[src/rtl/fifo_traffic_gen_pkg.sv]
// fifo_traffic_gen_pkg: shared types and constants for the FIFO traffic generator.
package fifo_traffic_gen_pkg;
    typedef enum logic [2:0] {IDLE, FILL, DRAIN, RAND, DONE} gen_state_e;
    localparam logic [15:0] LFSR_TAPS = 16'hB400;
    localparam logic [15:0] DEFAULT_SEED = 16'hACE1;
    localparam int CNT_W = 32;
endpackage

[src/rtl/lfsr16.sv]
// lfsr16: 16-bit Fibonacci LFSR, taps 16,14,13,11, shifting left with feedback into bit 0.
module lfsr16 import fifo_traffic_gen_pkg::*; #(
    parameter logic [15:0] SEED = DEFAULT_SEED
) (
    input  logic        clk,
    input  logic        load,
    input  logic        advance,
    output logic [15:0] q
);
    // an all-zero seed would lock the register, so it is replaced by 1
    localparam logic [15:0] INIT = (SEED == 16'h0000) ? 16'h0001 : SEED;
    always_ff @(posedge clk) begin
        if (load)
            q <= INIT;
        else if (advance)
            q <= {q[14:0], ^(q & LFSR_TAPS)};
    end
endmodule

[src/rtl/fifo_traffic_gen.sv]
// fifo_traffic_gen: fill/drain/random FIFO stimulus source with accepted-write/read counters.
// Define FIFO_TRAFFIC_GEN_OVF_EN to ungate RAND traffic and add saturating ovf/udf counters.
module fifo_traffic_gen import fifo_traffic_gen_pkg::*; #(
    parameter int          FIFO_WIDTH = 16,
    parameter int          FIFO_DEPTH = 8,
    parameter int          NUM_TXN    = 1000,
    parameter logic [15:0] SEED       = DEFAULT_SEED
) (
    input  logic                  clk,
    input  logic                  rst,
    input  logic                  start,
    input  logic                  full,
    input  logic                  empty,
    input  logic                  wr_ack,
    input  logic                  overflow,
    input  logic                  underflow,
    output logic                  wr_en,
    output logic                  rd_en,
    output logic [FIFO_WIDTH-1:0] data_in,
    output logic                  busy,
    output logic                  done,
    output logic [CNT_W-1:0]      wr_count,
    output logic [CNT_W-1:0]      rd_count
`ifdef FIFO_TRAFFIC_GEN_OVF_EN
    ,
    output logic [15:0]           ovf_count,
    output logic [15:0]           udf_count
`endif
);
    localparam int DCW = $clog2(FIFO_DEPTH) + 1;
    localparam int LW = (FIFO_WIDTH < 16) ? FIFO_WIDTH : 16;
`ifdef FIFO_TRAFFIC_GEN_OVF_EN
    localparam bit RAND_GATED = 1'b0;
`else
    localparam bit RAND_GATED = 1'b1;
`endif

    gen_state_e       state, nxt;
    logic [15:0]      lfsr;
    logic [DCW-1:0]   data_cnt;
    logic [CNT_W-1:0] cyc_cnt;
    logic             restart;
    logic             last_txn;

    assign restart  = start && (state == IDLE || state == DONE);
    assign last_txn = cyc_cnt == CNT_W'(NUM_TXN - 1);

    lfsr16 #(.SEED(SEED)) u_lfsr (
        .clk     (clk),
        .load    (rst),
        .advance (state == RAND),
        .q       (lfsr)
    );

    always_comb begin
        nxt     = state;
        wr_en   = 1'b0;
        rd_en   = 1'b0;
        data_in = '0;
        case (state)
            IDLE:  nxt = start ? FILL : IDLE;
            FILL: begin
                wr_en   = !full;
                data_in = FIFO_WIDTH'(data_cnt);
                nxt     = full ? DRAIN : FILL;
            end
            DRAIN: begin
                rd_en = !empty;
                nxt   = empty ? RAND : DRAIN;
            end
            RAND: begin
                wr_en   = lfsr[0] & !(RAND_GATED & full);
                rd_en   = lfsr[1] & !(RAND_GATED & empty);
                data_in = FIFO_WIDTH'(lfsr[LW-1:0]);
                nxt     = last_txn ? DONE : RAND;
            end
            DONE:    nxt = start ? FILL : DONE;
            default: nxt = IDLE;
        endcase
    end

    always_ff @(posedge clk) begin
        if (rst) begin
            state    <= IDLE;
            busy     <= 1'b0;
            done     <= 1'b0;
            data_cnt <= '0;
            cyc_cnt  <= '0;
            wr_count <= '0;
            rd_count <= '0;
        end else begin
            state    <= nxt;
            busy     <= nxt inside {FILL, DRAIN, RAND};
            done     <= nxt == DONE;
            data_cnt <= restart ? '0 : data_cnt + DCW'(wr_en);
            cyc_cnt  <= restart ? '0 : cyc_cnt + CNT_W'(state == RAND);
            wr_count <= restart ? '0 : wr_count + CNT_W'(wr_ack && state != IDLE);
            rd_count <= restart ? '0 : rd_count + CNT_W'(rd_en && !empty);
        end
    end

`ifdef FIFO_TRAFFIC_GEN_OVF_EN
    always_ff @(posedge clk) begin
        if (rst) begin
            ovf_count <= '0;
            udf_count <= '0;
        end else begin
            ovf_count <= restart ? '0 : ovf_count + 16'(overflow && ovf_count != 16'hFFFF);
            udf_count <= restart ? '0 : udf_count + 16'(underflow && udf_count != 16'hFFFF);
        end
    end
`else
    // flow-control errors cannot occur while all traffic is gated
    logic unused_flags;
    assign unused_flags = overflow ^ underflow;
`endif
endmodule

[config.mk]
export PLATFORM = sky130hd
export DESIGN_NAME = fifo_traffic_gen
export DESIGN_NICKNAME = d
export VERILOG_FILES = /design/src/rtl/fifo_traffic_gen_pkg.sv /design/src/rtl/lfsr16.sv /design/src/rtl/fifo_traffic_gen.sv
export SDC_FILE = /design/constraint.sdc
export NUM_CORES = 1
export LEC_CHECK = 0
export BUFFER_PORTS_ARGS = -buffer_cell sky130_fd_sc_hd__buf_2
export CAP_MARGIN = 20
export CELL_PAD_IN_SITES_DETAIL_PLACEMENT = 1
export CELL_PAD_IN_SITES_GLOBAL_PLACEMENT = 1
export CORE_MARGIN = 8
export CORE_UTILIZATION = 38
export DETAILED_ROUTE_END_ITERATION = 8
export GPL_ROUTABILITY_DRIVEN = 0
export PLACE_DENSITY = 0.88
export SETUP_SLACK_MARGIN = 0.4
export SYNTH_ARGS = -nofsm -noshare
export SYNTH_HDL_FRONTEND = slang
export SYNTH_SLANG_ARGS = --single-unit
[constraint.sdc]
create_clock -name clk -period 3.4 [get_ports clk]
set_clock_uncertainty 0.15 [all_clocks]
set_input_delay 0.34 -clock clk [delete_from_list [all_inputs] [get_ports clk]]
set_output_delay 0.34 -clock clk [all_outputs]
set_load 0.005 [all_outputs]
[After elaboration in Yosys (flattened, before gate mapping)]
Index checks and enable logic that the tools add are counted.
Word-level totals
  bits in registers: 121
  bits of input ports: 8
Operators by class
  add/sub/neg operators: 4
  equal/unequal tests: 9
  muxes and demuxes: 9
  bitwise operators: 2
  reductions and logical operators: 11
Operator list (number)
  $add A32 B1 Y32: 3
  $eq A32 B10 Y1 const B: 1
  $pmux W16 S2: 1
  $reduce_xor A16 Y1: 1
  $pmux W3 S5: 1
  $eq A3 B2 Y1 const B: 4
  $eq A3 B1 Y1 const B: 2
  $eq A3 B3 Y1 const B: 2
  $mux W3: 2
  $reduce_bool A3 Y1: 2
  $add A4 B1 Y4: 1
  $pmux W1 S2: 2
  $logic_and A1 B1 Y1: 3
  $logic_not A3 Y1: 1
  $and A1 B1 Y1: 2
  $logic_not A1 Y1: 2
  $mux W1: 2
  $mux W2: 1
  $reduce_or A2 Y1: 1
  $logic_or A1 B1 Y1: 1

[Longest topological paths before layout]
  word-level depth: 5
  mapped depth: 14

[Modules after synthesis]
A second synthesis with hierarchy kept.
Second synthesis, totals
  cells, all modules: 601
  area total of the unflattened synthesis: 5366.4 um^2
Modules (own cells, without submodules)
  fifo_traffic_gen: times used 1, cells an instance 546, area each 4747.1 um^2
  lfsr16: times used 1, cells an instance 55, area each 619.3 um^2

[Worst setup path after synthesis]
OpenSTA, ideal clock, no wires.
  path type: flip-flop to flip-flop
  start point: reg state[0]
  end point: reg cyc_cnt[22]
  setup time: 0.070 ns
  arrival time: 3.094 ns
  slack: 0.086 ns
  stages on the path, launching flop included: 15
  period minus slack after synthesis: 3.314 ns
  cell sequence: dfxtp_1 clkbuf_1 nand2b_1 or2_2 clkbuf_1 inv_1 buf_2 ha_1 ha_1 nand2_1 or3_1 clkbuf_1 buf_2 or3_1 a21oi_1
Between the ends
  cells in the longest elaborated chain, start to end: 4
  elaborated cells on any way between the ends: 7
  those cells by class: add/sub: 1; eq/ne: 2; reduce/logical: 4
Ends and longest elaborated chain
  start: declaration: RTL line fifo_traffic_gen.sv:38  | gen_state_e state, nxt;
  start signal: assignment: RTL line fifo_traffic_gen.sv:92  | state <= nxt;
  parallel branches: the longest is 4 deep, another holds $add A32 B1 Y32
  end signal: assignment: RTL line fifo_traffic_gen.sv:96  | cyc_cnt <= restart ? '0 : cyc_cnt + CNT_W'(state == RAND);
  end: declaration: RTL line fifo_traffic_gen.sv:41  | logic [CNT_W-1:0] cyc_cnt;
Parallel ways; which one is timed is not known.
A chain may end at the register's enable or synchronous reset.

[Worst setup path in the final report]
  start point: reg state[0]
  end point: reg cyc_cnt[28]
The elaborated chain is that of the path after synthesis.

==> run metrics <==
sw power=0.000761 W; layout cells sized above 1=22.5%; fmax=340 MHz; CTS Root Cell=clkbuf_16; IO Port Bufs=89; Reg clk slew, reported paths=60 ps; cell area after synthesis=5590 sq um; routed wire length=17600 um; register bit total from synthesis=121; top cell type's share of synthesized area=43.3%; hold crit path type=primary input to register; first-pass GRT wire length=28000 um; Clk pwr share=55.8%; period utilisation layout=86.5%; final hold vios=0; reg2reg start=state[0]; largest net degree at the start of global routing=45; Final ANT Viol Nets=0; Slew HR=32.8%; Placeable Area=14500 sq um; WP data required=3600 ps; initial antenna violation count=0; fill count=1690; Avg Cell Area, Syn=8.57 sq um; TritonCTS clock tree=built; Critical Path Start Type=register; EDFF count, synth=0; PwrDens=501 nW/um^2; CTS Buf Count=17; Die Ht=137 um; routed vias/inst=5.73; post-DP HPWL=10300 um; Std-Cell Rows=44; Starting Density=38.6%; antenna diode count=0; met2 wire length=9060 um; Net count, final=759; met3 WL=739 um; RSZ-0062 raised after global routing=yes; Die ar.=18800 sq um; Final Non-Filler Cells=940; Worst setup startpoint=state[0]; Synth Instances=652; number of global-route vias before repair=5469; cts hold-fix bufs=0; post-synthesis sequential area ratio=43.3%; area leader, netlist=dfxtp_1; async set-or-reset flop fraction in the synthesized netlist=0%; Cell Int Power=0.00274 W; grt ovf=0; DR pass1 iterations=4; DRC viols=0; synthesis warning total=0; Top Layer Used=met4; placed cell areas=6230 sq um; most common cell after layout, fill and taps aside=dfxtp_1; post-layout min period=2940 ps; switching part of the total power=21.7%; iteration-0 DRC count of the detailed router=344; dpl cells=901; Slew @ Worst Pin=1000 ps; Setup crit end kind=register; post-place setup slack=233 ps; most frequent cells in the layout=120 x dfxtp_1, 90 x buf_2, 61 x a21oi_1; proportion of power drawn by combinational gates=3.1%; area grow syn2layout=25.0%; IO Count=92; clock net sink count=121; final instance area=6990 sq um; met1 wire length=7440 um; clock buffer depth=2; clk_lat worst skew=430 ps; VDD IR max=0.356 mV; final core occ=48.3%; Setup-failing EPs final=0; final worst-path setup slack=460 ps; max cap viols=0; ys flop type=dfxtp_1; HP Start=start; leak pwr=2.49 nW; H-tree depth=4; status=completed; Die Width=137 um; vias=5386; Total Routing Usage GR=18.7%; Routed wire per std cell=18.7 um; WS Path Type=register to register; post-synth cell types=41; setup TNS=0 ps; Synthesized Nets=668; Max Transition Viols Final=0; sequential cell fraction of total power=41.0%; Critical Path AT=3140 ps; Area contributors post-synth=dfxtp_1 43%, or4_1 5.8%, a21oi_1 5.6%; worst-path fanout max=6
## routing by layer
metal,track usage [%],vias up
li1,-,2576
met1,21.5,2662
met2,32.1,117
met3,5.07,31
met4,7.60,0
met5,0,-
## critical path, stage by stage, from the launching register on
cell	delay, ps
dfxtp_4	370
buf_4	140
nand2b_4	90
or2_2	320
inv_2	90
ha_4	150
ha_4	150
nand2_2	90
or3_4	420
buf_4	170
or4_1	550
a21oi_2	170
## metrics by stage
| stage | hold WS (ps) | power [W] |
|---|---|---|
| after floorplan | 277 | 0.00154 |
| after detailed placement | 294 | 0.00157 |
| after global routing | 120 | 0.00359 |
| after global placement | 285 | 0.00157 |
| after CTS | 106 | 0.00352 |
| final | 116 | 0.00350 |
## cell families after synthesis
logic type               synth area share [%]
buffers and inverters                    4.52
multiplexers                             1.07
flip-flops                               43.3
AND/OR/NAND/NOR                          28.2
AO/OA/AOI/OAI                            15.0
XOR/XNOR                                 6.11
adder cells (fa/ha/maj)                  1.79
## Yosys cell counts, types with 3 or more instances
cell        n
nand4_1    21
nand2_1    47
a211o_1     8
nor2_1     47
and2_1     20
nand3_1    26
mux2i_1     6
dfxtp_1   121
a21oi_1    63
clkbuf_1   30
o21ai_0    15
nor3_1     12
or2_2       5
buf_2       7
nor4_1     18
or4_1      43
xor2_1      9
or3_1      19
o31ai_1    37
and3_1      3
xnor2_1    30
inv_1      22
and4_1      7
o21a_1      4
ha_1        8
buf_1       3
## final cells by class
type | instances | area [sq um] | area share [%]
clock buffers | 20 | 467 | 6.68
well taps | 184 | 230 | 3.29
clock inverters | 12 | 171 | 2.45
multi-input cells | 469 | 3000 | 42.9
repair buffers | 112 | 616 | 8.81
flip-flops and latches | 121 | 2430 | 34.7
inverters | 22 | 82.6 | 1.18
## flip-flops by register name, summed over array words and instances, names as in the netlist
| register | count |
|---|---|
| busy | 1 |
| cyc_cnt | 32 |
| data_cnt | 4 |
| done | 1 |
| rd_count | 32 |
| state | 3 |
| u_lfsr.q | 16 |
| wr_count | 32 |
## power by group through the flow
stage	Clock, W	Combinational [W]	Sequential (W)
floorplan	0	0.0000741	0.00146
global placement	0	0.000105	0.00147
detailed placement	0	0.000107	0.00147
CTS	0.00197	0.000110	0.00144
global route	0.00204	0.000121	0.00144
finish	0.00196	0.000110	0.00144
## path summary, 6_finish.rpt
path         slack, ps  depth (start not counted)            to
max                460                         11   cyc_cnt[28]
min                120                          3      state[2]
max reg2reg        460                         11   cyc_cnt[28]
min reg2reg        300                          2  u_lfsr.q[14]
## repair_timing
item	in CTS	in global routing
hold endpoints to repair	0	0
gates cloned	0	1
gates resized for setup	6	10
endpoints found under the setup margin	19	26
buffers inserted	6	0
pin swaps	2	1
No activity file was read; power rests on OpenSTA's default activity.
